==> src/rtl/timer_control.sv <==
// timer_control: button edge detection, run/pause/alarm sequencing, target match and lap capture.
// Lap capture is compiled in only when TIMER_LAP_EN is defined; otherwise lap outputs read 0.
module timer_control #(
  parameter int W           = 6,
  parameter int ALARM_TICKS = 10
) (
  input  logic         clk_out_led,
  input  logic         reset,
  input  logic         btn_start,
  input  logic         btn_clear,
  input  logic         btn_lap,
  input  logic [W-1:0] sec_val,
  input  logic [W-1:0] min_val,
  input  logic [W-1:0] target_sec,
  input  logic [W-1:0] target_min,
  output logic         pauza,
  output logic         clr_cnt,
  output logic         alarm,
  output logic [1:0]   state,
  output logic [W-1:0] lap_sec,
  output logic [W-1:0] lap_min,
  output logic         lap_valid
);

  localparam logic [1:0] S_IDLE  = 2'd0;
  localparam logic [1:0] S_RUN   = 2'd1;
  localparam logic [1:0] S_PAUSE = 2'd2;
  localparam logic [1:0] S_ALARM = 2'd3;
  localparam logic [7:0] ALARM_LOAD = 8'(ALARM_TICKS - 1);

  logic       r_start_q;
  logic       r_clear_q;
  logic [1:0] r_state;
  logic [1:0] w_state_next;
  logic [7:0] r_alarm_cnt;
  logic [7:0] w_alarm_cnt_next;
  logic       r_clr_cnt;
  logic       w_clr_cnt_next;
  logic       w_start_ev;
  logic       w_clear_ev;
  logic       w_hit;

  always_ff @(posedge clk_out_led) begin
    if (reset) begin
      r_start_q <= 1'b0;
      r_clear_q <= 1'b0;
    end else begin
      r_start_q <= btn_start;
      r_clear_q <= btn_clear;
    end
  end

  assign w_start_ev = btn_start & ~r_start_q;
  assign w_clear_ev = btn_clear & ~r_clear_q;
  // A 0:00 target never matches, so the chain free-runs through its own wrap.
  assign w_hit = (r_state == S_RUN) &&
                 ({min_val, sec_val} == {target_min, target_sec}) &&
                 (|{target_min, target_sec});

  always_ff @(posedge clk_out_led) begin
    if (reset) begin
      r_state     <= S_IDLE;
      r_alarm_cnt <= 8'd0;
      r_clr_cnt   <= 1'b1;
    end else begin
      r_state     <= w_state_next;
      r_alarm_cnt <= w_alarm_cnt_next;
      r_clr_cnt   <= w_clr_cnt_next;
    end
  end

  always_comb begin
    w_state_next     = r_state;
    w_alarm_cnt_next = r_alarm_cnt;
    w_clr_cnt_next   = 1'b0;
    if (w_clear_ev) begin
      w_state_next     = S_IDLE;
      w_alarm_cnt_next = 8'd0;
      w_clr_cnt_next   = 1'b1;
    end else begin
      case (r_state)
        S_IDLE: begin
          if (w_start_ev) w_state_next = S_RUN;
        end
        S_RUN: begin
          if (w_hit) begin
            w_state_next     = S_ALARM;
            w_alarm_cnt_next = ALARM_LOAD;
          end else if (w_start_ev) begin
            w_state_next = S_PAUSE;
          end
        end
        S_PAUSE: begin
          if (w_start_ev) w_state_next = S_RUN;
        end
        default: begin
          if (w_start_ev || (r_alarm_cnt == 8'd0)) begin
            w_state_next   = S_IDLE;
            w_clr_cnt_next = 1'b1;
          end else begin
            w_alarm_cnt_next = r_alarm_cnt - 8'd1;
          end
        end
      endcase
    end
  end

  // pauza is combinational so the chain stops on the very cycle it reaches the target.
  always_comb begin
    pauza   = (r_state != S_RUN) | w_hit;
    alarm   = (r_state == S_ALARM);
    state   = r_state;
    clr_cnt = r_clr_cnt;
  end

`ifdef TIMER_LAP_EN
  logic         r_lap_q;
  logic [W-1:0] r_lap_sec;
  logic [W-1:0] r_lap_min;
  logic         r_lap_valid;
  logic         w_lap_ev;

  assign w_lap_ev = btn_lap & ~r_lap_q;

  always_ff @(posedge clk_out_led) begin
    if (reset) begin
      r_lap_q     <= 1'b0;
      r_lap_sec   <= '0;
      r_lap_min   <= '0;
      r_lap_valid <= 1'b0;
    end else begin
      r_lap_q <= btn_lap;
      if (w_clear_ev) begin
        r_lap_valid <= 1'b0;
      end else if (w_lap_ev && (r_state == S_RUN) && !w_hit) begin
        r_lap_sec   <= sec_val;
        r_lap_min   <= min_val;
        r_lap_valid <= 1'b1;
      end
    end
  end

  assign lap_sec   = r_lap_sec;
  assign lap_min   = r_lap_min;
  assign lap_valid = r_lap_valid;
`else
  logic w_unused_lap;
  assign w_unused_lap = btn_lap;
  assign lap_sec      = '0;
  assign lap_min      = '0;
  assign lap_valid    = 1'b0;
`endif

endmodule

==> config.mk <==
export PLATFORM = sky130hd
export DESIGN_NAME = timer_control
export DESIGN_NICKNAME = d
export VERILOG_FILES = /design/src/rtl/timer_control.sv
export SDC_FILE = /design/constraint.sdc
export NUM_CORES = 1
export LEC_CHECK = 0
export BUFFER_PORTS_ARGS = -buffer_cell sky130_fd_sc_hd__buf_2
export CAP_MARGIN = 25
export CORE_UTILIZATION = 42
export CTS_BUF_LIST = sky130_fd_sc_hd__clkbuf_4 sky130_fd_sc_hd__clkbuf_8
export DETAILED_ROUTE_END_ITERATION = 16
export PLACE_DENSITY_LB_ADDON = 0.12
export SETUP_SLACK_MARGIN = 0.4
export SLEW_MARGIN = 20
export SYNTH_ARGS = -nofsm -noshare
export SYNTH_HDL_FRONTEND = slang
export SYNTH_SLANG_ARGS = --single-unit
==> constraint.sdc <==
create_clock -name clk_out_led -period 1.63 [get_ports clk_out_led]
set_input_delay 0.2445 -clock clk_out_led [delete_from_list [all_inputs] [get_ports clk_out_led]]
set_output_delay 0.2445 -clock clk_out_led [all_outputs]
set_load 0.01 [all_outputs]
==> metrics.log <==
INFO  metric number_of_enable_type_register_cells_in_the_synthesized_netlist = 0
INFO  metric run_status = finished with violations
INFO  metric critical_path.n_buffers_inverters = 1
INFO  metric power_density = 481 nW/um2
INFO  metric floorplan.die_area = 2380 um2
INFO  metric setup_viol = 11
INFO  metric crit_path_max_fanout = 7
INFO  metric clk_root_buffer_cell = clkbuf_4
INFO  metric ctsLongestPathBuffers = 2
INFO  metric first_global_vias = 915
INFO  metric antenna_found_initial = 0
INFO  metric flow.area_growth_from_synthesis = 51.2%
INFO  metric syn-cell-area = 918 um2
INFO  metric final_hold_viol_count = 0
INFO  metric peakVddDrop = 525 uV
INFO  metric die-height = 48.8 um
INFO  metric synth_sequential_area_ratio = 28.3%
INFO  metric clock_tree.htree_level_count = 1
INFO  metric finClkSkew = 6.09 ps
INFO  metric remaining_drc_errors = 0
INFO  metric avgSynthCellArea = 8.66 um2
INFO  metric routed_wirelength = 2240 um
INFO  metric critical_path.cell_chain = or4_4, nor4b_4, buf_6, nor4b_2, xor2_1, and3_1
INFO  metric final_critical_path_setup_slack = -152 ps
INFO  metric routed_via_density = 4.77
INFO  metric critPathTopFamily = simple AND/OR/NAND/NOR gates
INFO  metric cp_slowest_cell = or4_4
INFO  metric drtAntennaViolNets = 0
INFO  metric rsz0062_at_grt = true
INFO  metric arrival = 1960 ps
INFO  metric timing.critical_path.slowest_cell_delay = 560 ps
INFO  metric final_weighted_congestion_of_routability_driven_global_placement = 0.773
INFO  metric synth_largest_type_area_fraction = 28.3%
INFO  metric timing.final.crit_period = 1780 ps
INFO  metric synth_top_flop_cell = dfxtp_1
INFO  metric worst_setup_path_start_kind = flip-flop
INFO  metric worst_hold_slack = 159 ps
INFO  metric cts_tree = yes
INFO  metric path_class = flip-flop to flip-flop
INFO  metric final_layout_size_suffix_gt1_share = 52.8%
INFO  metric violation_count_after_the_first_detailed_route_iteration = 12
INFO  metric failing_checks = setup timing
INFO  metric groute.usage.overall = 21.0%
INFO  metric critPathCaptureType = flip-flop
INFO  metric initial_core_utilization = 45.9%
INFO  metric most_used_standard_cells_in_the_synthesized_netlist = buf_4 (13), dfxtp_1 (13), xor2_1 (12)
INFO  metric synth_cell_type_count = 33
INFO  metric die_w = 48.8 um
INFO  metric rrSetupSlack = -150 ps
INFO  metric leading_post_synthesis_cells_by_cell_area = dfxtp_1 (28%), xor2_1 (11%), buf_4 (11%)
INFO  metric row_count = 16
INFO  metric clkSlewWorstSetupHoldPaths = 80 ps
INFO  metric postSynthCellCount = 106
INFO  metric antenna-diode-count = 0
INFO  metric firstDrtPassIters = 4
INFO  metric tritoncts_num_sinks = 13
INFO  metric dp_hpwl = 1570 um
INFO  metric drv_slew = 0
INFO  metric number_of_buffers_created_by_cts = 3
INFO  metric final_net_count = 195
INFO  metric pin_count_of_the_biggest_net_entering_global_routing = 10
INFO  metric synth-async-reset-ratio = 0%
INFO  metric cap_viol_max_count = 0
INFO  metric ios = 47
INFO  metric power.static_leakage = 0.687 nW
INFO  metric final_core_occ = 69.4%
INFO  metric globalRoute.totalOverflow = 0
INFO  metric ys.warnings.count = 0
INFO  metric final_min_period_over_clock_period = 109%
INFO  metric core_area = 2000 um2
INFO  metric io_buffer_count = 32
INFO  metric required = 1800 ps
INFO  metric clkLatencyLatePin = 280 ps
INFO  metric max_clock_freq = 561 MHz
INFO  metric routed_wire_length_per_instance = 11.8 um
INFO  metric post-synth-top-area-cell = dfxtp_1
INFO  metric routed-via-count = 907
INFO  metric yosys_register_bits = 13
INFO  metric wire_length_of_the_first_global_routing_pass = 3870 um
INFO  metric hold_path.class = primary input to flip-flop
==> repair_timing <==
action	in CTS	in global routing
setup buffers	1	5
endpoints found under the setup margin	13	14
cloned	0	0
pin swaps	13	5
gates resized for setup	26	5
hold buffers	0	0
==> where the power goes <==
group	leakage, nW	internal, mW	total [mW]	switching [mW]
combinational	0.560	0.0696	0.137	0.0678
sequential	0.109	0.323	0.329	0.00580
clock	0.0177	0.0912	0.201	0.110
total	0.687	0.484	0.668	0.184
==> metrics by stage <==
step	power [mW]	setup TNS (ps)	worst slack (ps)	std cells	area, um2
floorplan	0.420	-511	-91.7	118	986
global placement	0.459	-1130	-160	180	1190
detailed placement	0.461	-1460	-207	180	1190
CTS	0.673	-1040	-173	185	1330
global route	0.705	-1890	-220	190	1390
finish	0.668	-1120	-152	190	1390
==> cells by family (layout without fill, tap and decap cells) <==
kind of cell	Yosys count	in the layout	synth area share, %
other	1	13	0.408
AO/OA/AOI/OAI	14	14	10.5
buffers and inverters	19	64	14.0
AND/OR/NAND/NOR	39	39	26.6
multiplexers	1	1	1.23
adder cells (fa/ha/maj)	2	2	2.72
flip-flops	13	13	28.3
XOR/XNOR	17	17	16.2
==> worst paths after layout <==
kind / from / endpoint / cells past startpoint
max: r_alarm_cnt[2] / r_alarm_cnt[5] / 6
min: reset / r_start_q / 2
max reg2reg: r_alarm_cnt[2] / r_alarm_cnt[5] / 6
min reg2reg: r_alarm_cnt[0] / r_alarm_cnt[0] / 3
==> flip-flops by register name, summed over array words and instances (netlist names) <==
register	cells
clr_cnt	1
r_alarm_cnt	8
r_clear_q	1
r_start_q	1
state	2
==> placed cells by master, fill, tap and decap left out, types with 3 or more instances in the layout <==
cell type | synthesis | routed
buf_2 | 0 | 29
buf_4 | 13 | 18
conb_1 | 1 | 13
xor2_1 | 12 | 12
buf_6 | 1 | 9
dfxtp_1 | 13 | 8
xnor2_1 | 5 | 5
nor4_1 | 4 | 4
and3_1 | 5 | 4
dfxtp_2 | 0 | 4
inv_1 | 4 | 3
nand3_1 | 3 | 3
nand4_1 | 3 | 3
a31oi_1 | 3 | 3
clkbuf_4 | 0 | 3
==> cell type report <==
type | count | area (um2)
well taps | 27 | 33.8
clock inverters | 1 | 5.00
clock buffers | 3 | 22.5
flip-flops and latches | 13 | 269
multi-input cells | 86 | 662
fillers | 175 | 613
inverters | 4 | 15.0
repair buffers | 56 | 382
==> layer usage <==
layer,up-vias,global-route usage [%],wire length [um]
li1,461,-,-
met1,425,24.5,938
met2,17,38.7,1220
met3,4,4.72,64
met4,0,4.41,19
met5,-,0,0
No activity file was read; power rests on OpenSTA's default activity.
